==> src/rtl/eth_tx_arbiter_if.sv <==
// rtl/eth_tx_arbiter_if.sv - AXI-Stream bundle shared by the TX arbiter sources and MAC port
//   tvalid/tready : beat handshake
//   tdata/tkeep   : payload and byte enables
//   tlast/tuser   : end of packet, error/abort marker
//   master        : drives the beat, samples tready
//   slave         : samples the beat, drives tready
interface eth_tx_arbiter_if #(
  parameter int C_DATA_WIDTH = 64,
  parameter int KEEP_WIDTH   = C_DATA_WIDTH / 8
) ();
  logic                    tvalid;
  logic                    tready;
  logic [C_DATA_WIDTH-1:0] tdata;
  logic [KEEP_WIDTH-1:0]   tkeep;
  logic                    tlast;
  logic                    tuser;

  modport master (output tvalid, tdata, tkeep, tlast, tuser, input tready);
  modport slave  (input tvalid, tdata, tkeep, tlast, tuser, output tready);
endinterface

==> src/rtl/eth_tx_arbiter.sv <==
// rtl/eth_tx_arbiter.sv - packet-granular round-robin arbiter sharing the MAC TX stream
//   clk156    : core clock
//   eth_rst   : synchronous active-high reset
//   s_axis_a  : requester A (forwarded traffic)
//   s_axis_b  : requester B (locally generated packets)
//   m_axis_tx : stream to the MAC
//   grant     : one-hot owner {B,A}, 00 while idle
//   pkt_cnt_a : packets completed from A, wrapping
//   pkt_cnt_b : packets completed from B, wrapping
//   abort_cnt : packets aborted by the stall watchdog, saturating
module eth_tx_arbiter #(
  parameter int C_DATA_WIDTH = 64,
  parameter int KEEP_WIDTH   = C_DATA_WIDTH / 8,
  parameter int TIMEOUT      = 1024
) (
  input  logic             clk156,
  input  logic             eth_rst,
  eth_tx_arbiter_if.slave  s_axis_a,
  eth_tx_arbiter_if.slave  s_axis_b,
  eth_tx_arbiter_if.master m_axis_tx,
  output logic [1:0]       grant,
  output logic [31:0]      pkt_cnt_a,
  output logic [31:0]      pkt_cnt_b,
  output logic [15:0]      abort_cnt
);

  localparam logic [15:0] TIMEOUT_C = 16'(TIMEOUT);

  typedef enum logic [1:0] {ST_IDLE, ST_PASS, ST_ABORT, ST_DROP} state_t;

  state_t      state_q, state_d;
  logic        owner_q, owner_d;            // 0 = A, 1 = B
  logic        last_grant_q, last_grant_d;
  logic [15:0] stall_q, stall_d;
  logic [31:0] pkt_a_q, pkt_a_d;
  logic [31:0] pkt_b_q, pkt_b_d;
  logic [15:0] abort_q, abort_d;

  logic                    src_tvalid;
  logic                    src_tlast;
  logic                    src_tuser;
  logic [C_DATA_WIDTH-1:0] src_tdata;
  logic [KEEP_WIDTH-1:0]   src_tkeep;
  logic                    src_tready;

  logic                    m_tvalid;
  logic [C_DATA_WIDTH-1:0] m_tdata;
  logic [KEEP_WIDTH-1:0]   m_tkeep;
  logic                    m_tlast;
  logic                    m_tuser;

  // Owner view of the two sources; only meaningful outside IDLE.
  assign src_tvalid = owner_q ? s_axis_b.tvalid : s_axis_a.tvalid;
  assign src_tlast  = owner_q ? s_axis_b.tlast  : s_axis_a.tlast;
  assign src_tuser  = owner_q ? s_axis_b.tuser  : s_axis_a.tuser;
  assign src_tdata  = owner_q ? s_axis_b.tdata  : s_axis_a.tdata;
  assign src_tkeep  = owner_q ? s_axis_b.tkeep  : s_axis_a.tkeep;

  always_comb begin
    state_d      = state_q;
    owner_d      = owner_q;
    last_grant_d = last_grant_q;
    stall_d      = stall_q;
    pkt_a_d      = pkt_a_q;
    pkt_b_d      = pkt_b_q;
    abort_d      = abort_q;
    src_tready   = 1'b0;
    m_tvalid     = 1'b0;
    m_tdata      = '0;
    m_tkeep      = '0;
    m_tlast      = 1'b0;
    m_tuser      = 1'b0;
    case (state_q)
      ST_IDLE: begin
        if (s_axis_a.tvalid || s_axis_b.tvalid) begin
          // On a tie the source that did not go last wins.
          if (s_axis_a.tvalid && s_axis_b.tvalid) owner_d = ~last_grant_q;
          else                                     owner_d = s_axis_b.tvalid;
          stall_d = '0;
          state_d = ST_PASS;
        end
      end
      ST_PASS: begin
        m_tvalid   = src_tvalid;
        m_tdata    = src_tdata;
        m_tkeep    = src_tkeep;
        m_tlast    = src_tlast;
        m_tuser    = src_tuser;
        src_tready = m_axis_tx.tready;
        if (src_tvalid && m_axis_tx.tready && src_tlast) begin
          if (owner_q) pkt_b_d = pkt_b_q + 32'd1;
          else         pkt_a_d = pkt_a_q + 32'd1;
          last_grant_d = owner_q;
          state_d      = ST_IDLE;
        end else if (src_tvalid) begin
          // MAC backpressure is not a source stall.
          stall_d = '0;
        end else begin
          stall_d = stall_q + 16'd1;
          if (stall_d == TIMEOUT_C) state_d = ST_ABORT;
        end
      end
      ST_ABORT: begin
        m_tvalid = 1'b1;
        m_tlast  = 1'b1;
        m_tuser  = 1'b1;
        m_tkeep  = KEEP_WIDTH'(1);
        if (m_axis_tx.tready) begin
          if (abort_q != 16'hFFFF) abort_d = abort_q + 16'd1;
          state_d = ST_DROP;
        end
      end
      ST_DROP: begin
        // Swallow the rest of the broken packet without forwarding it.
        src_tready = 1'b1;
        if (src_tvalid && src_tlast) begin
          last_grant_d = owner_q;
          state_d      = ST_IDLE;
        end
      end
      default: state_d = ST_IDLE;
    endcase
  end

  always_ff @(posedge clk156) begin
    if (eth_rst) begin
      state_q      <= ST_IDLE;
      owner_q      <= 1'b0;
      last_grant_q <= 1'b1;
      stall_q      <= '0;
      pkt_a_q      <= '0;
      pkt_b_q      <= '0;
      abort_q      <= '0;
    end else begin
      state_q      <= state_d;
      owner_q      <= owner_d;
      last_grant_q <= last_grant_d;
      stall_q      <= stall_d;
      pkt_a_q      <= pkt_a_d;
      pkt_b_q      <= pkt_b_d;
      abort_q      <= abort_d;
    end
  end

  assign s_axis_a.tready  = src_tready && !owner_q;
  assign s_axis_b.tready  = src_tready && owner_q;
  assign m_axis_tx.tvalid = m_tvalid;
  assign m_axis_tx.tdata  = m_tdata;
  assign m_axis_tx.tkeep  = m_tkeep;
  assign m_axis_tx.tlast  = m_tlast;
  assign m_axis_tx.tuser  = m_tuser;

  assign grant     = (state_q == ST_IDLE) ? 2'b00 : (owner_q ? 2'b10 : 2'b01);
  assign pkt_cnt_a = pkt_a_q;
  assign pkt_cnt_b = pkt_b_q;
  assign abort_cnt = abort_q;

endmodule
==> src/flat_wrapper.sv <==
// flat-port wrapper written by rule: the top's interface ports become plain ports
module eth_tx_arbiter_flat 
#(
  parameter int C_DATA_WIDTH = 64,
  parameter int KEEP_WIDTH   = C_DATA_WIDTH / 8,
  parameter int TIMEOUT      = 1024
)
  (clk156, eth_rst, grant, pkt_cnt_a, pkt_cnt_b, abort_cnt, s_axis_a_tvalid, s_axis_a_tdata, s_axis_a_tkeep, s_axis_a_tlast, s_axis_a_tuser, s_axis_a_tready, s_axis_b_tvalid, s_axis_b_tdata, s_axis_b_tkeep, s_axis_b_tlast, s_axis_b_tuser, s_axis_b_tready, m_axis_tx_tvalid, m_axis_tx_tdata, m_axis_tx_tkeep, m_axis_tx_tlast, m_axis_tx_tuser, m_axis_tx_tready);
  eth_tx_arbiter_if #(.C_DATA_WIDTH(C_DATA_WIDTH), .KEEP_WIDTH(KEEP_WIDTH)) s_axis_a_i ();
  eth_tx_arbiter_if #(.C_DATA_WIDTH(C_DATA_WIDTH), .KEEP_WIDTH(KEEP_WIDTH)) s_axis_b_i ();
  eth_tx_arbiter_if #(.C_DATA_WIDTH(C_DATA_WIDTH), .KEEP_WIDTH(KEEP_WIDTH)) m_axis_tx_i ();
  input  logic clk156;
  input  logic eth_rst;
  output logic [1:0] grant;
  output logic [31:0] pkt_cnt_a;
  output logic [31:0] pkt_cnt_b;
  output logic [15:0] abort_cnt;
  input wire logic [$bits(s_axis_a_i.tvalid)-1:0] s_axis_a_tvalid;
  input wire logic [$bits(s_axis_a_i.tdata)-1:0] s_axis_a_tdata;
  input wire logic [$bits(s_axis_a_i.tkeep)-1:0] s_axis_a_tkeep;
  input wire logic [$bits(s_axis_a_i.tlast)-1:0] s_axis_a_tlast;
  input wire logic [$bits(s_axis_a_i.tuser)-1:0] s_axis_a_tuser;
  output wire logic [$bits(s_axis_a_i.tready)-1:0] s_axis_a_tready;
  input wire logic [$bits(s_axis_b_i.tvalid)-1:0] s_axis_b_tvalid;
  input wire logic [$bits(s_axis_b_i.tdata)-1:0] s_axis_b_tdata;
  input wire logic [$bits(s_axis_b_i.tkeep)-1:0] s_axis_b_tkeep;
  input wire logic [$bits(s_axis_b_i.tlast)-1:0] s_axis_b_tlast;
  input wire logic [$bits(s_axis_b_i.tuser)-1:0] s_axis_b_tuser;
  output wire logic [$bits(s_axis_b_i.tready)-1:0] s_axis_b_tready;
  output wire logic [$bits(m_axis_tx_i.tvalid)-1:0] m_axis_tx_tvalid;
  output wire logic [$bits(m_axis_tx_i.tdata)-1:0] m_axis_tx_tdata;
  output wire logic [$bits(m_axis_tx_i.tkeep)-1:0] m_axis_tx_tkeep;
  output wire logic [$bits(m_axis_tx_i.tlast)-1:0] m_axis_tx_tlast;
  output wire logic [$bits(m_axis_tx_i.tuser)-1:0] m_axis_tx_tuser;
  input wire logic [$bits(m_axis_tx_i.tready)-1:0] m_axis_tx_tready;
  assign s_axis_a_i.tvalid = s_axis_a_tvalid;
  assign s_axis_a_i.tdata = s_axis_a_tdata;
  assign s_axis_a_i.tkeep = s_axis_a_tkeep;
  assign s_axis_a_i.tlast = s_axis_a_tlast;
  assign s_axis_a_i.tuser = s_axis_a_tuser;
  assign s_axis_a_tready = s_axis_a_i.tready;
  assign s_axis_b_i.tvalid = s_axis_b_tvalid;
  assign s_axis_b_i.tdata = s_axis_b_tdata;
  assign s_axis_b_i.tkeep = s_axis_b_tkeep;
  assign s_axis_b_i.tlast = s_axis_b_tlast;
  assign s_axis_b_i.tuser = s_axis_b_tuser;
  assign s_axis_b_tready = s_axis_b_i.tready;
  assign m_axis_tx_tvalid = m_axis_tx_i.tvalid;
  assign m_axis_tx_tdata = m_axis_tx_i.tdata;
  assign m_axis_tx_tkeep = m_axis_tx_i.tkeep;
  assign m_axis_tx_tlast = m_axis_tx_i.tlast;
  assign m_axis_tx_tuser = m_axis_tx_i.tuser;
  assign m_axis_tx_i.tready = m_axis_tx_tready;
  eth_tx_arbiter #(.C_DATA_WIDTH(C_DATA_WIDTH), .KEEP_WIDTH(KEEP_WIDTH), .TIMEOUT(TIMEOUT)) u_core (.clk156(clk156), .eth_rst(eth_rst), .s_axis_a(s_axis_a_i), .s_axis_b(s_axis_b_i), .m_axis_tx(m_axis_tx_i), .grant(grant), .pkt_cnt_a(pkt_cnt_a), .pkt_cnt_b(pkt_cnt_b), .abort_cnt(abort_cnt));
endmodule
==> config.mk <==
export PLATFORM = sky130hd
export DESIGN_NAME = eth_tx_arbiter_flat
export DESIGN_NICKNAME = d
export VERILOG_FILES = /design/src/rtl/eth_tx_arbiter_if.sv /design/src/rtl/eth_tx_arbiter.sv /design/src/flat_wrapper.sv
export SDC_FILE = /design/constraint.sdc
export NUM_CORES = 1
export LEC_CHECK = 0
export CAP_MARGIN = 15
export CORE_ASPECT_RATIO = 1.1
export CORE_MARGIN = 8
export CORE_UTILIZATION = 37
export CTS_CLUSTER_SIZE = 12
export DETAILED_ROUTE_END_ITERATION = 8
export PLACE_DENSITY = 0.78
export SYNTH_ARGS = -nofsm -noshare
export SYNTH_HDL_FRONTEND = slang
export SYNTH_SLANG_ARGS = --single-unit
export TNS_END_PERCENT = 5
==> constraint.sdc <==
create_clock -name clk156 -period 2.1 [get_ports clk156]
set_clock_uncertainty 0.1 [all_clocks]
set_input_delay 0.42 -clock clk156 [delete_from_list [all_inputs] [get_ports clk156]]
set_output_delay 0.42 -clock clk156 [all_outputs]
set_load 0.02 [all_outputs]
==> impl_metrics.yaml, run 1 <==
synth:
  synth_most_common_cell: "nor2_1"
  synth-edff-count: 0
  ys_seq_area_share_pct: 32.13
  synth_area_leaders: "dfxtp_1, mux2i_1, xor2_1"
  syn_area_um2: 6231
  synth_top_area_share_pct: 32.13
  yosys-top-cells-count: "nor2_1, dfxtp_1, mux2i_1"
  synth-async-reset-ratio_pct: 0
  ys_types: 55
  ys.flop_type: "dfxtp_1"
  synthCells: 760
  synth_fp_nets: 922
  synth-warning-count: 0
  synth_seq_cells: 100
  synth_top_cell_by_area: "dfxtp_1"
  avgSynthCellArea_um2: 8.199
clocking:
  cts.sinks: 100
  cts_max_path_buffers: 2
  cts-root-buf: "clkbuf_16"
  cts_made_buffers: 9
  h-tree-depth: 3
  clk_pin_slew_ns: 0.07
  cts_tree: "done"
  clock_latency_ns: 0.34
drt:
  routed_wl_um: 26260
  antenna_left: 0
  avgRoutedWirePerCell_um: 19.33
  via_per_inst: 5.199
  via_count: 7066
  drtIter0Drc: 351
  drtPass1Iterations: 7
  drc: 0
layout:
  area_growth_pct: 72.73
  fin_area_um2: 10760
  drive_above_1_share_pct: 24.74
  num-nets-final: 1309
  final_cells: 1359
timing:
  max_slew_margin_pct: 71.83
  slew_viol_final: 0
  rsz0062_at_grt: "yes"
  tightestPinTransition_ns: 0.4193
  holdWs_ns: 0.3085
  min_period_ns: 2.173
  finalHoldViolations: 0
  setup_viol: 48
  min_period_over_period_pct: 103.5
  clock.fmax_mhz: 460.2
  fin_ws_ns: -0.07290
global_route:
  grt_use_total_pct: 23.26
  first_global_vias: 7013
  grt_max_degree: 39
  antenna_found_initial: 10
  grt-ovfl-total: 0
  grt_pass1_wl_um: 39360
power_and_ir_drop:
  p_total_w: 0.005247
  peakVddDrop_v: 0.0005378
  powerDensity_nw_per_um2: 487.5
  p_leak_nw: 4.284
run_status:
  violations: "setup timing"
  status: "complete, but fails checks"
die:
  fp.dieW_um: 139.7
  start_util_pct: 37.92
  dieHeight_um: 152.1
  io_pins: 312
  dieArea_um2: 21250
  core_um2: 16430
  rows: 49
setup_path:
  critPathKind: "flop to flop"
  start_kind: "flop"
  cp_data_arrival_time_ns: 2.30
  worstPathMaxFanout: 11
  rrSetupSlack_ns: -0.07
  cp-end-kind: "flop"
  crit_required_ns: 2.23
placed_design:
  dpl.hpwl_um: 20680
  gp_congestion: 0.8963
  dpl.cell_count: 1323
  place_area_um2: 10200
  dp_slack_ns: -0.6902
  portBuffers: 311
worst_hold_path:
  min_from: "eth_rst"
  hold_path_class: "primary input to flop"
run:
  max-cap-violations: 0
## cells by family (layout without fill, tap and decap cells)
kind of cell | count (synthesis) | in the layout | share of synthesized area, %
simple gates | 365 | 365 | 31.39
flops | 100 | 100 | 32.13
xor+xnor | 82 | 82 | 11.53
mux | 79 | 79 | 12.79
compound gates | 63 | 63 | 6.245
buf+inv | 62 | 454 | 4.117
fa+ha+maj | 9 | 9 | 1.807
other cells | 0 | 3 | 0
## critical path, stage by stage (launching register included)
cell and delay [ns]:
dfxtp_2 0.32, inv_2 0.07, ha_4 0.17, buf_6 0.17, and2_4 0.18, nand4_1 0.12
buf_4 0.19, nor3_4 0.24, buf_4 0.19, nand4_1 0.11, xor2_1 0.15, nor2_1 0.05
## report_power, final
group / total, W / switching (W) / internal, W
registers: 0.00191 / 0.00000868 / 0.00190
clock network: 0.00168 / 0.000722 / 0.000960
logic: 0.00165 / 0.000783 / 0.000870
## sequential cells by signal (all words and copies together) (netlist names), named ones only
register / count
u_core.abort_cnt: 16
u_core.pkt_cnt_a: 32
u_core.state_q: 1
u_core.stall_q: 16
u_core.last_grant_q: 1
u_core.pkt_cnt_b: 32
u_core.owner_q: 1
## layout make-up
type,count,area (um^2)
Tap cell,204,255.2
Fill cell,1386,5668
Clock buffer,11,242.7
Inverter,13,48.80
Antenna cell,3,7.507
Multi-Input combinational cell,598,4250
Timing Repair Buffer,425,3891
Clock inverter,5,58.81
Sequential cell,100,2008
## cells in the final DEF, fill, tap and decap left out, drive strengths merged, types with 2 or more instances in the layout
cell type and n:
a211oi 4, a21oi 25, a311o 2, a31oi 7
a32oi 2, a41oi 2, and2 4, and3 19
and4 11, buf 186, clkbuf 17, clkdlybuf4s15 2
clkdlybuf4s50 228, clkinvlp 2, dfxtp 100, diode 3
dlygate4sd2 2, ha 9, inv 14, mux2 5
mux2i 74, nand2 36, nand2b 3, nand3 38
nand3b 5, nand4 31, nand4b 2, nor2 116
nor2b 69, nor3 16, nor3b 4, nor4 6
o21ai 14, or3 2, xnor2 21, xor2 61
## path summary, 6_finish.rpt
| path | cells past startpoint | end |
|---|---|---|
| worst max register to register | 11 | u_core.pkt_cnt_a[17] |
| worst min register to register | 2 | u_core.last_grant_q |
| worst max-delay path | 11 | u_core.pkt_cnt_a[17] |
| worst min-delay path | 2 | u_core.stall_q[15] |
## per-layer routing
| metal | GRT usage, % | share of wire (%) | up-vias |
|---|---|---|---|
| li1 | - | - | 3395 |
| met1 | 25.90 | 40 | 3303 |
| met2 | 39.39 | 48 | 306 |
| met3 | 9.652 | 9.9 | 48 |
| met4 | 7.557 | 2.4 | 14 |
| met5 | 0 | 0.33 | - |
## through the flow
stage / util, % / setup TNS (ns)
floorplan: - / -3.257
global placement: 62.07 / -42.61
detailed placement: 62.07 / -46.85
CTS: 64.06 / -3.751
global route: 65.50 / -10.85
finish: 65.50 / -1.255
## timing repair
| action | in CTS | in global routing |
|---|---|---|
| pin swaps | 8 | 11 |
| gates cloned | 4 | 2 |
| endpoints found under the setup margin | 142 | 158 |
| buffers inserted | 10 | 1 |
| gates resized for setup | 349 | 91 |
| hold buffers | 0 | 0 |
Power figures use the tool's default switching activity.
==> run 2: changes to the inputs <==
--- a/config.mk
+++ b/config.mk
@@ -8,10 +8,10 @@
 export CAP_MARGIN = 15
 export CORE_ASPECT_RATIO = 1.1
 export CORE_MARGIN = 8
-export CORE_UTILIZATION = 37
+export CORE_UTILIZATION = 33
 export CTS_CLUSTER_SIZE = 12
 export DETAILED_ROUTE_END_ITERATION = 8
-export PLACE_DENSITY = 0.78
+export PLACE_DENSITY = 0.71
 export SYNTH_ARGS = -nofsm -noshare
 export SYNTH_HDL_FRONTEND = slang
 export SYNTH_SLANG_ARGS = --single-unit
==> impl_metrics.yaml, run 2 (synthesis results as in run 1) <==
die:
  fp.dieW_um: 147.0
  start_util_pct: 33.72
  dieArea_um2: 23540
  core_um2: 18480
  io_pins: 312
  dieHeight_um: 160.1
  rows: 52
drt:
  drc: 0
  via_per_inst: 4.982
  drtIter0Drc: 312
  drtPass1Iterations: 5
  avgRoutedWirePerCell_um: 18.84
  antenna_left: 0
  via_count: 6950
  routed_wl_um: 26280
setup_path:
  crit_required_ns: 1.58
  start_kind: "flop"
  cp-end-kind: "output port"
  slowest_delay_ns: 0.37
  cp_data_arrival_time_ns: 1.76
  cpMaxStageDelayCell: "dfxtp_4"
  worstPathMaxFanout: 7
  rrSetupSlack_ns: -0.17
  reg2regPathDepth: 7
  crit_path_start: "u_core.owner_q"
  critPathKind: "flop to output port"
  r2r-end: "u_core.state_q[0]"
  worstPathCellList: "buf_12, buf_8, buf_6, mux2_4, a21oi_2, nor2b_1, buf_4"
  r2r-start: "u_core.stall_q[0]"
global_route:
  antenna_found_initial: 6
  first_global_vias: 6659
  grt-ovfl-total: 0
  grt_use_total_pct: 20.88
  grt_max_degree: 49
  grt_pass1_wl_um: 39040
power_and_ir_drop:
  powerDensity_nw_per_um2: 495.8
  comb_power_share_pct: 33.1
  pwr-share-clk_pct: 31.8
  peakVddDrop_v: 0.0003354
  switching_share_pct: 29.81
  power.internal_w: 0.003829
  sequentialPowerShare_pct: 35.1
  p_leak_nw: 4.361
  p_sw_w: 0.001626
timing:
  min_period_over_period_pct: 108.6
  tightestPinTransition_ns: 0.5075
  fin_ws_ns: -0.1811
  max_slew_margin_pct: 66.17
  finalHoldViolations: 0
  rsz0062_at_grt: "yes"
  min_period_ns: 2.281
  clock.fmax_mhz: 438.4
  setup_viol: 79
  slew_viol_final: 0
worst_hold_path:
  hold_end: "u_core.pkt_cnt_a[1]"
  hold_path_class: "flop to flop"
  hold_depth: 2
  min_from: "u_core.pkt_cnt_a[1]"
clocking:
  clock_latency_ns: 0.34
  cts.sinks: 100
  cts_tree: "done"
  clk_pin_slew_ns: 0.07
  cts_max_path_buffers: 2
  cts-root-buf: "clkbuf_16"
  h-tree-depth: 3
  ctsHoldBuffers: 0
  cts_made_buffers: 9
layout:
  drive_above_1_share_pct: 25.46
  final_common_cell: "clkdlybuf4s50_1"
  final_cells: 1395
  layout_common_cells: "clkdlybuf4s50_1, buf_4, nor2_1"
  num-nets-final: 1308
  final_core_util_pct: 59.55
  area_growth_pct: 76.61
placed_design:
  dpl.hpwl_um: 20580
  gp_congestion: 0.8614
  dpl.cell_count: 1366
  portBuffers: 311
run_status:
  status: "complete, but fails checks"
  violations: "setup timing"
run:
  max-cap-violations: 0
-- run 2: worst max-delay path by stage --
stage                                       to  slack (ns)  depth (start not counted)
after floorplan           u_core.pkt_cnt_b[26]       -0.16                          9
after global placement    u_core.pkt_cnt_b[19]       -0.63                          8
after detailed placement  u_core.pkt_cnt_b[19]       -0.67                          8
after CTS                      m_axis_tx_tlast       -0.20                          7
after global routing         u_core.state_q[0]       -0.24                         10
final                          m_axis_tx_tlast       -0.18                          7
-- run 2: power groups by stage --
stage	clock [W]	sequential, W	combinational, W
2_1_floorplan	0	0.00196	0.000715
3_3_place_gp	0	0.00196	0.00162
3_5_place_dp	0	0.00196	0.00163
4_1_cts	0.00177	0.00191	0.00163
5_1_grt	0.00183	0.00191	0.00192
6_report	0.00174	0.00191	0.00181
-- run 2: cell type report --
class	instances	area (um^2)
well taps	243	304.0
repair buffers	424	4034
fillers	1653	7473
diodes	1	2.502
clock buffers	9	225.2
inverters	13	48.80
flip-flops and latches	100	2011
clock inverters	7	85.08
multi-input cells	598	4294
-- run 2: per-stage QoR --
stage / instance area (um^2) / setup TNS, ns / power [W] / hold slack (ns) / setup WS, ns
final: 11000 / -4.277 / 0.005456 / 0.3963 / -0.1811
after global routing: 11000 / -12.39 / 0.005668 / 0.4374 / -0.2426
after CTS: 10570 / -3.259 / 0.005310 / 0.3974 / -0.2037
after detailed placement: 10250 / -47.48 / 0.003589 / 0.3874 / -0.6715
after global placement: 10250 / -44.49 / 0.003577 / 0.3805 / -0.6280
after floorplan: 6269 / -3.257 / 0.002673 / 0.3533 / -0.1642
-- run 2: what timing repair did --
item	CTS	global route
gates cloned	1	1
pin swaps	8	29
endpoints found under the setup margin	145	153
gates resized for setup	356	104
buffers inserted	4	6
-- run 2: worst max-delay path, delay by kind of cell, from the launching register on --
family | cells | cell delay, ns
muxes | 1 | 0.32
AOI/OAI and AO/OA | 1 | 0.14
buffers and inverters | 4 | 0.53
DFF | 1 | 0.37
and+or+nand+nor | 1 | 0.06
-- run 2: per-layer routing --
| metal | global-route usage [%] | part of all wire [%] | up-vias | wire (um) |
|---|---|---|---|---|
| li1 | - | - | 3390 | - |
| met1 | 24.77 | 41 | 3249 | 10870 |
| met5 | 0 | 0.24 | - | 64 |
| met2 | 35.68 | 48 | 270 | 12570 |
| met3 | 7.603 | 9.3 | 31 | 2440 |
| met4 | 3.712 | 1.3 | 10 | 332 |
==> run 3: changes to the inputs <==
--- a/config.mk
+++ b/config.mk
@@ -11,7 +11,7 @@
 export CORE_UTILIZATION = 33
 export CTS_CLUSTER_SIZE = 12
 export DETAILED_ROUTE_END_ITERATION = 8
-export PLACE_DENSITY = 0.71
+export PLACE_DENSITY = 0.76
 export SYNTH_ARGS = -nofsm -noshare
 export SYNTH_HDL_FRONTEND = slang
 export SYNTH_SLANG_ARGS = --single-unit
==> impl_metrics.yaml, run 3 (synthesis results as in run 1) <==
drt:
  routed_wl_um: 26700
  avgRoutedWirePerCell_um: 19.07
  drtIter0Drc: 284
  drtPass1Iterations: 5
  via_count: 6970
  antenna_left: 0
  via_per_inst: 4.979
  drc: 0
layout:
  regArea_um2: 2013
  final_common_cell: "clkdlybuf4s50_1"
  area_growth_pct: 76.99
  num-nets-final: 1310
  fillers: 1608
  drive_above_1_share_pct: 26.19
  final_cells: 1400
  layout_common_cells: "clkdlybuf4s50_1, buf_4, nor2_1"
  multi_input_area_um2: 4432
die:
  core_um2: 18480
  dieArea_um2: 23540
  start_util_pct: 33.72
  fp.dieW_um: 147.0
  io_pins: 312
  rows: 52
  dieHeight_um: 160.1
timing:
  rsz0062_at_grt: "yes"
  min_period_ns: 2.243
  holdWs_ns: 0.2743
  max_slew_margin_pct: 74.82
  fin_ws_ns: -0.1430
  setup_viol: 39
  finalHoldViolations: 0
  slew_viol_final: 0
  min_period_over_period_pct: 106.8
  tightestPinTransition_ns: 0.3703
  fin_setup_tns_ns: -2.094
  clock.fmax_mhz: 445.8
setup_path:
  cp_top_family: "buffers and inverters"
  slowest_delay_ns: 0.41
  cpMostUsedCell: "buf_4"
  rrSetupSlack_ns: -0.07
  r2r-end: "u_core.pkt_cnt_b[13]"
  crit_path_start: "u_core.owner_q"
  cpMaxStageDelayCell: "dfxtp_4"
  start_kind: "flop"
  worstPathCellList: "buf_4, buf_4, buf_4, mux2i_4, nor2_1, buf_4"
  cp-end-kind: "output port"
  cp_num_buf_inv: 4
  cp_data_arrival_time_ns: 1.72
  crit_required_ns: 1.58
  worstPathMaxFanout: 6
  critPathKind: "flop to output port"
  reg2regPathDepth: 10
  worst-path-stages: 6
global_route:
  grt_use_total_pct: 21.35
  grt-ovfl-total: 0
  antenna_found_initial: 10
  first_global_vias: 6991
  grt_max_degree: 34
  grt_pass1_wl_um: 39740
placed_design:
  gp_congestion: 0.9570
  dp_slack_ns: -0.6762
  dpl.hpwl_um: 21390
  dpl.cell_count: 1370
  portBuffers: 311
worst_hold_path:
  hold_path_class: "primary input to flop"
  hold_end: "u_core.pkt_cnt_b[7]"
  hold_depth: 2
  min_from: "eth_rst"
run:
  max-cap-violations: 0
power_and_ir_drop:
  p_leak_nw: 4.279
  peakVddDrop_v: 0.0003509
  pwr-share-clk_pct: 32.1
  comb_power_share_pct: 32.0
  power.internal_w: 0.003750
  p_sw_w: 0.001585
  sequentialPowerShare_pct: 35.9
  powerDensity_nw_per_um2: 483.7
  switching_share_pct: 29.71
  p_total_w: 0.005335
run_status:
  status: "complete, but fails checks"
  violations: "setup timing"
clocking:
  ctsHoldBuffers: 0
  cts.sinks: 100
  cts_made_buffers: 9
  cts-root-buf: "clkbuf_16"
  cts_max_path_buffers: 2
  h-tree-depth: 3
  clk_pin_slew_ns: 0.07
  clock_latency_ns: 0.34
  cts_tree: "done"
-- run 3: cell types whose count changed in the layout (fill, tap and decap cells not counted), moves of 5 or more --
| cell | previous run | this run |
|---|---|---|
| buf_6 | 33 | 10 |
| buf_2 | 18 | 31 |
| mux2i_1 | 65 | 54 |
| clkdlybuf4s15_2 | 2 | 10 |
| a21oi_1 | 15 | 22 |
| mux2i_4 | 3 | 10 |
| nand3_1 | 37 | 30 |
| nand3_2 | 1 | 7 |
| nor2b_1 | 56 | 62 |
| a21oi_2 | 7 | 2 |
| nor2b_2 | 12 | 7 |
-- run 3: metal layers --
metal	global-route usage [%]	vias to the layer above	share of wire, %
li1	-	3399	-
met1	23.82	3208	39
met2	36.06	305	48
met3	8.423	48	9.8
met4	7.842	10	3.0
met5	0	-	0.23
-- run 3: cell type report --
cell class / instances / area share, %
multi-input combinational: 598 / 40.19
timing repair buffer: 426 / 35.56
sequential: 100 / 18.26
tap: 243 / 2.757
clock buffer: 11 / 2.110
clock inverter: 5 / 0.6013
inverter: 13 / 0.4425
antenna: 4 / 0.09076
-- run 3: how the worst max path moves through the flow --
stage	to	slack, ns
after floorplan	u_core.pkt_cnt_b[26]	-0.16
after global placement	u_core.pkt_cnt_b[19]	-0.64
after detailed placement	u_core.pkt_cnt_b[21]	-0.68
after CTS	u_core.pkt_cnt_b[26]	-0.14
after global routing	m_axis_tx_tdata[27]	-0.20
final	m_axis_tx_tkeep[4]	-0.14
-- run 3: power by group through the flow --
| stage | sequential (W) | clock, W | combinational (W) |
|---|---|---|---|
| floorplan | 0.00196 | 0 | 0.000715 |
| global placement | 0.00196 | 0 | 0.00164 |
| detailed placement | 0.00196 | 0 | 0.00165 |
| CTS | 0.00191 | 0.00174 | 0.00164 |
| global route | 0.00192 | 0.00182 | 0.00181 |
| finish | 0.00192 | 0.00171 | 0.00171 |
-- run 3: repair_timing --
action	CTS	global route
setup buffers	2	7
gates resized for setup	326	85
endpoints found under the setup margin	148	154
cloned	2	0
pin swaps	8	17
-- run 3: per-stage QoR --
stage,cell area (um^2),utilization (%)
floorplan,6269,-
CTS,10700,57.92
global placement,10330,55.92
detailed placement,10330,55.92
finish,11030,59.68
global route,11030,59.68
